`src/rtl/id_ex_stage_pkg.sv`:
```
// Shared widths and control-bundle layout for the ID/EX stage.
package id_ex_stage_pkg;

    localparam int DATA_W  = 32;
    localparam int RADDR_W = 5;
    localparam int CTRL_W  = 8;

    // Bit positions inside {RegWrite,MemRead,MemWrite,MemToReg,ALUSrc,RegDst,ALUOp[1:0]}
    localparam int CTRL_REGWRITE = 7;
    localparam int CTRL_MEMREAD  = 6;
    localparam int CTRL_MEMWRITE = 5;
    localparam int CTRL_MEMTOREG = 4;
    localparam int CTRL_ALUSRC   = 3;
    localparam int CTRL_REGDST   = 2;
    localparam int CTRL_ALUOP_HI = 1;
    localparam int CTRL_ALUOP_LO = 0;

    // A bubble carries no RegWrite/MemWrite, so forwarding and memory ignore it.
    localparam logic [CTRL_W-1:0] CTRL_BUBBLE = 8'h00;

endpackage

```
`src/rtl/id_ex_stage_load_use_detect.sv`:
```
// Load-use hazard detection: a load in EX whose destination is read by the
// instruction in ID. Purely combinational.
module load_use_detect #(
    parameter int RADDR_W = 5
) (
    input  logic               ex_valid,
    input  logic               ex_mem_read,
    input  logic [RADDR_W-1:0] ex_rt,
    input  logic [RADDR_W-1:0] id_rs,
    input  logic [RADDR_W-1:0] id_rt,
    input  logic               id_uses_rt,
    output logic               hazard
);

    logic rs_match;
    logic rt_match;

    // $zero as load destination never creates a dependence.
    always_comb begin
        rs_match = (ex_rt == id_rs);
        rt_match = id_uses_rt && (ex_rt == id_rt);
        hazard   = ex_valid && ex_mem_read && (ex_rt != '0) && (rs_match || rt_match);
    end

endmodule

```
`src/rtl/id_ex_stage.sv`:
```
// ID/EX pipeline register with load-use stall and bubble insertion.
//
//  state  | meaning
//  RUN    | ex_* holds the instruction captured from ID (ex_valid=1)
//  BUBBLE | ex_* zeroed after a load-use stall or flush (ex_valid=0)
//
// The state is implicit in ex_valid; a bubble clears the hazard by itself, so a
// load-use pair never costs more than one cycle.
module id_ex_stage #(
    parameter int DATA_W  = id_ex_stage_pkg::DATA_W,
    parameter int RADDR_W = id_ex_stage_pkg::RADDR_W,
    parameter int CNT_W   = 16
) (
    input  logic                                clk,
    input  logic                                reset,
    input  logic                                hold,
    input  logic                                flush,
    input  logic [RADDR_W-1:0]                  id_rs,
    input  logic [RADDR_W-1:0]                  id_rt,
    input  logic [RADDR_W-1:0]                  id_rd,
    input  logic                                id_uses_rt,
    input  logic [DATA_W-1:0]                   id_rs_data,
    input  logic [DATA_W-1:0]                   id_rt_data,
    input  logic [DATA_W-1:0]                   id_imm,
    input  logic [id_ex_stage_pkg::CTRL_W-1:0]  id_ctrl,
    output logic [RADDR_W-1:0]                  ex_rs,
    output logic [RADDR_W-1:0]                  ex_rt,
    output logic [RADDR_W-1:0]                  ex_rd,
    output logic [DATA_W-1:0]                   ex_rs_data,
    output logic [DATA_W-1:0]                   ex_rt_data,
    output logic [DATA_W-1:0]                   ex_imm,
    output logic [id_ex_stage_pkg::CTRL_W-1:0]  ex_ctrl,
    output logic                                ex_valid,
    output logic                                stall,
    output logic [CNT_W-1:0]                    stall_count
);

    import id_ex_stage_pkg::*;

    logic hazard;

    load_use_detect #(
        .RADDR_W (RADDR_W)
    ) u_load_use_detect (
        .ex_valid    (ex_valid),
        .ex_mem_read (ex_ctrl[CTRL_MEMREAD]),
        .ex_rt       (ex_rt),
        .id_rs       (id_rs),
        .id_rt       (id_rt),
        .id_uses_rt  (id_uses_rt),
        .hazard      (hazard)
    );

    // Stall only when this edge will actually insert a hazard bubble.
    always_comb begin
        stall = hazard && !flush && !hold;
    end

    // Pipeline register and saturating bubble counter: hold > flush > hazard > capture.
    always_ff @(posedge clk or posedge reset) begin
        if (reset) begin
            ex_rs       <= '0;
            ex_rt       <= '0;
            ex_rd       <= '0;
            ex_rs_data  <= '0;
            ex_rt_data  <= '0;
            ex_imm      <= '0;
            ex_ctrl     <= CTRL_BUBBLE;
            ex_valid    <= 1'b0;
            stall_count <= '0;
        end else if (hold) begin
            // freeze everything
        end else if (flush || hazard) begin
            ex_rs      <= '0;
            ex_rt      <= '0;
            ex_rd      <= '0;
            ex_rs_data <= '0;
            ex_rt_data <= '0;
            ex_imm     <= '0;
            ex_ctrl    <= CTRL_BUBBLE;
            ex_valid   <= 1'b0;
            // a flush squashes ID anyway, so only a genuine load-use bubble is counted
            if (!flush && (stall_count != {CNT_W{1'b1}})) begin
                stall_count <= stall_count + CNT_W'(1);
            end
        end else begin
            ex_rs      <= id_rs;
            ex_rt      <= id_rt;
            ex_rd      <= id_rd;
            ex_rs_data <= id_rs_data;
            ex_rt_data <= id_rt_data;
            ex_imm     <= id_imm;
            ex_ctrl    <= id_ctrl;
            ex_valid   <= 1'b1;
        end
    end

endmodule
```
`config.mk`:
```
export PLATFORM = sky130hd
export DESIGN_NAME = id_ex_stage
export DESIGN_NICKNAME = d
export VERILOG_FILES = /design/src/rtl/id_ex_stage_pkg.sv /design/src/rtl/id_ex_stage_load_use_detect.sv /design/src/rtl/id_ex_stage.sv
export SDC_FILE = /design/constraint.sdc
export NUM_CORES = 1
export LEC_CHECK = 0
export BUFFER_PORTS_ARGS = -buffer_cell sky130_fd_sc_hd__buf_2
export CAP_MARGIN = 20
export CORE_MARGIN = 2
export CORE_UTILIZATION = 30
export DETAILED_ROUTE_END_ITERATION = 10
export SETUP_SLACK_MARGIN = 0.2
export SYNTH_ARGS = -nofsm -noshare
export SYNTH_HDL_FRONTEND = slang
export SYNTH_HIERARCHICAL = 1
export SYNTH_SLANG_ARGS = --single-unit
```
`constraint.sdc`:
```
create_clock -name clk -period 7.3 [get_ports clk]
set_input_delay 2.19 -clock clk [delete_from_list [all_inputs] [get_ports clk]]
set_output_delay 2.19 -clock clk [all_outputs]
set_load 0.01 [all_outputs]
```
* After elaboration in Yosys (flattened, before gate mapping)
Index checks and enable logic that the tools add are counted. Widths: inputs -> output; s select.
Operators by class: bitwise gates (word level) 1, equal/unequal tests 3, mux-type cells 8, reduce and logical (&&, ||, !) cells 13, add/subtract/negate cells 1
Operators with widths (number):
- $mux 32 | 3
- $add 16x1->16 const B | 1
- $ne 16x16->1 const B | 1
- $mux 5 | 3
- $eq 5x5->1 | 2
- $mux 8 | 1
- $logic_and 1x1->1 | 7
- $reduce_bool 5->1 | 1
- $reduce_and 3->1 | 1
- $logic_not 1->1 | 2
- $logic_or 1x1->1 | 2
- $mux 1 | 1
- $not 1->1 | 1
Word-level totals: word-level logic and storage cells 35, register bits 136

* Depth between registers and ports, before layout
depth after elaboration 6, depth in mapped cells 8

* Hierarchy
The synthesis kept the hierarchy.
By module, submodules not included:
- id_ex_stage | cells each 337, instances 1, seq. area each 3403.3 um2, area each 4979.8 um2
- load_use_detect | cells each 17, instances 1, seq. area each 0.0 um2, area each 133.9 um2

* Worst setup path before layout
No wires, ideal clock.
kind input -> output, start in id_rt[2], end out stall, cell stages on the path 5, arrival 3.209 ns, path slack 1.901 ns, cells stage by stage xor2_1 > nor4_1 > nand3_1 > a21oi_1 > nor3b_4
Between the ends: longest elaborated chain between the ends 6
Ends and longest elaborated chain:
- from (decl) | RTL line id_ex_stage.sv:19 | input logic [RADDR_W-1:0] id_rt,
- $eq 5x5->1 | RTL line id_ex_stage_load_use_detect.sv:21 | rt_match = id_uses_rt && (ex_rt == id_rt);
- $logic_and 1x1->1 | RTL line id_ex_stage_load_use_detect.sv:21
- $logic_or 1x1->1 | RTL line id_ex_stage_load_use_detect.sv:22 | hazard = ex_valid && ex_mem_read && (ex_rt != '0) && (rs_match || rt_match);
- $logic_and 1x1->1 | RTL line id_ex_stage_load_use_detect.sv:22
- named net hazard | RTL line id_ex_stage.sv:40 | logic hazard;
- $logic_and 1x1->1 (2 in a row) | RTL line id_ex_stage.sv:56 | stall = hazard && !flush && !hold;
- to (decl) | RTL line id_ex_stage.sv:34 | output logic stall,
The timed path passes the listed nets, and every way through them passes these cells.

* Worst setup path in the final report
Same ends and word-level chain as after synthesis.

==> results.sh <==
export IMPL_finalNonFillerCells=845
export IMPL_synth_ff_type="dfrtp_1"
export IMPL_gr_usage_met2=0.2421
export IMPL_cp_data_required_time_ns=5.11
export IMPL_gp_congestion=0.7948
export IMPL_ys_seq_area_frac=0.6655
export IMPL_dieArea_um2=18110
export IMPL_grt_max_degree=122
export IMPL_pre_cts_ws_ns=1.203
export IMPL_cts_tree="done"
export IMPL_crit_top_cell="buf_2"
export IMPL_initialDrtViolationCount=137
export IMPL_htreeDepth=4
export IMPL_cts_repair_resized=0
export IMPL_fin_nets=737
export IMPL_p_clk_frac=0.473
export IMPL_num_vias=4082
export IMPL_grt_pass1_vias=4221
export IMPL_yosys_cell_types_count=30
export IMPL_synth_edff_count=0
export IMPL_cts_setup_buffers=0
export IMPL_synth_top_area_share=0.6655
export IMPL_cts_sinks=136
export IMPL_start_util=0.3073
export IMPL_finish_utilization=0.4395
export IMPL_slew_viol_final=0
export IMPL_path_class="primary input to primary output"
export IMPL_clkTransAtPathRegs_ns=0.06
export IMPL_rsz0062_at_grt="no"
export IMPL_power_leakage_nw=4.010
export IMPL_wl_per_cell_um=16.05
export IMPL_status="finished, final reports clean"
export IMPL_ys_async_sr_fraction=1.000
export IMPL_critPathBufInv=2
export IMPL_syn_instance_count=354
export IMPL_swShare=0.2291
export IMPL_synth_most_common_cell="dfrtp_1"
export IMPL_grt_ovfl_total=0
export IMPL_port_buffers=260
export IMPL_endpoint_kind="primary output"
export IMPL_hold_viol=0
export IMPL_slew_headroom=0.3801
export IMPL_num_rows=47
export IMPL_layout_min_cycle_time_ns=6.097
export IMPL_p_int_mw=1.545
export IMPL_area_delta_synth_final_pct=43.04
export IMPL_avgViaCountPerCell=4.831
export IMPL_stdcell_area_um2=7315
export IMPL_power_density_nw_per_um2=274.0
export IMPL_startpoint="id_rt[2]"
export IMPL_dp_cells=812
export IMPL_finalSetupTns_ns=0
export IMPL_cp_start_kind="primary input"
export IMPL_antenna_found_initial=0
export IMPL_finalWorstSetupSlack_ns=1.203
export IMPL_skew_ns=0.005896
export IMPL_diodes=0
export IMPL_postSynthAreaPerCell_um2=14.45
export IMPL_r2r_start="ex_rt[3]"
export IMPL_drive_gt1_frac=0.4880
export IMPL_cp_slowest_cell="nor3b_4"
export IMPL_synth_seq_cells=136
export IMPL_drt_pass1_iter_count=4
export IMPL_cts_root_buf="clkbuf_16"
export IMPL_fmax_ghz=0.1640
export IMPL_synth_top_area_cell="dfrtp_1"
export IMPL_tightestPinTransition_ns=0.9299
export IMPL_hpwl_mm=9.495
export IMPL_synth_common_cells="dfrtp_1, a22o_1, xor2_1"
export IMPL_ant_nets=0
export IMPL_p_comb_frac=0.108
export IMPL_synth_top_cells_by_area="dfrtp_1, a22o_1, xor2_1, clkbuf_1, buf_2"
export IMPL_die_x_um=134.6
export IMPL_coreArea_um2=16640
export IMPL_slowest_delay_ns=0.47
export IMPL_critPathArrivalTime_ns=3.91
export IMPL_gr_usage_met3=0.04842
export IMPL_cp_max_fo=5
export IMPL_finalSetupViolCount=0
export IMPL_drc=0
export IMPL_synth_nets=479
export IMPL_cap_violations=0
export IMPL_busiest_layer="met2"
export IMPL_ir_drop_mv=0.1509
export IMPL_seq_power_share=0.418
export IMPL_critPathTopFamily="simple AND/OR/NAND/NOR gates"
export IMPL_grt_util_all_layers=0.1513
export IMPL_holdBufCountCts=0
export IMPL_post_dp_cell_area_um2=6623
export IMPL_period_share=0.8352
export IMPL_p_sw_mw=0.4592
export IMPL_crit_chain="buf_2 > xor2_1 > nor4_1 > nand3_1 > a21oi_1 > nor3b_4 > buf_2"
export IMPL_clock_path_buffers=2
export IMPL_routed_wl_mm=13.56
export IMPL_yosysWarnings=6
export IMPL_clk_latency_ns=0.41
export IMPL_met1_usage=0.1896
export IMPL_cts_buffers=17
export IMPL_io_pins=261
export IMPL_syn_area_um2=5114
export IMPL_grt_pass1_wl_mm=21.72
export IMPL_die_height_um=134.6
export IMPL_min_path_type="register to register"
export IMPL_worstHoldStart="ex_imm[15]"
## final timing paths
path | end | slack [ns] | depth (start not counted)
min in group asynchronous | stall_count[14] | 1.84 | 2
max in group asynchronous | ex_rs_data[20] | 4.11 | 3
hold / removal | ex_imm[15] | 0.50 | 1
setup reg to reg | stall_count[15] | 4.58 | 8
setup / recovery | stall | 1.20 | 7
hold reg to reg | ex_imm[15] | 0.50 | 1
## area by class of cell
cell class / instances / area (µm²)
fillers: 1591 / 9328
flip-flops and latches: 136 / 3403
multi-input cells: 190 / 1598
repair buffers: 265 / 1361
clock buffers: 21 / 470.5
well taps: 220 / 275.3
clock inverters: 11 / 193.9
inverters: 2 / 12.51
## cell families after synthesis
| group | count (synthesis) | synth area share |
|---|---|---|
| AO/OA/AOI/OAI | 126 | 0.2180 |
| buffers and inverters | 28 | 0.02300 |
| flip-flops | 136 | 0.6655 |
| multiplexers | 1 | 0.002935 |
| AND/OR/NAND/NOR | 38 | 0.04698 |
| XOR/XNOR | 24 | 0.04111 |
| adder cells (fa/ha/maj) | 1 | 0.002446 |
## flip-flops by register name, indices dropped and copies added, names as in the netlist
register and cells:
ex_valid 1, ex_ctrl 8, ex_rt_data 32, stall_count 16, ex_imm 32, ex_rs_data 32
ex_rt 5, ex_rs 5, ex_rd 5
## through the flow
step | hold WS, ns | total power, mW
after floorplan | 0.5221 | 0.9565
after global placement | 0.4847 | 1.065
after detailed placement | 0.4888 | 1.070
after CTS | 0.5061 | 2.031
after global routing | 0.5120 | 2.094
final | 0.5020 | 2.004
## routing by layer
| layer | share of wire | routed length (µm) | vias up |
|---|---|---|---|
| li1 | - | - | 1881 |
| met1 | 0.43 | 5765 | 2015 |
| met2 | 0.48 | 6496 | 158 |
| met3 | 0.071 | 957 | 28 |
| met4 | 0.025 | 344 | 0 |
| met5 | 0 | 0 | - |
## cell usage in the layout (no fill, tap or decap), types with 3 or more instances in the layout
cell type and n:
a22o_1 119, buf_2 259, buf_4 5, bufinv_16 5
clkbuf_16 17, clkbuf_8 3, clkinv_4 3, dfrtp_1 136
nand2_1 4, nand3_1 6, nand4_1 3, nor2_1 5
nor3_1 5, nor4_1 3, xnor2_1 5, xor2_1 19
## power groups by stage
stage	Combinational, mW	Sequential (mW)	Clock (mW)
2_1_floorplan	0.0827	0.874	0
3_3_place_gp	0.215	0.850	0
3_5_place_dp	0.220	0.850	0
4_1_cts	0.219	0.839	0.973
5_1_grt	0.237	0.845	1.01
6_report	0.217	0.839	0.949
No activity file was read; power rests on OpenSTA's default activity.
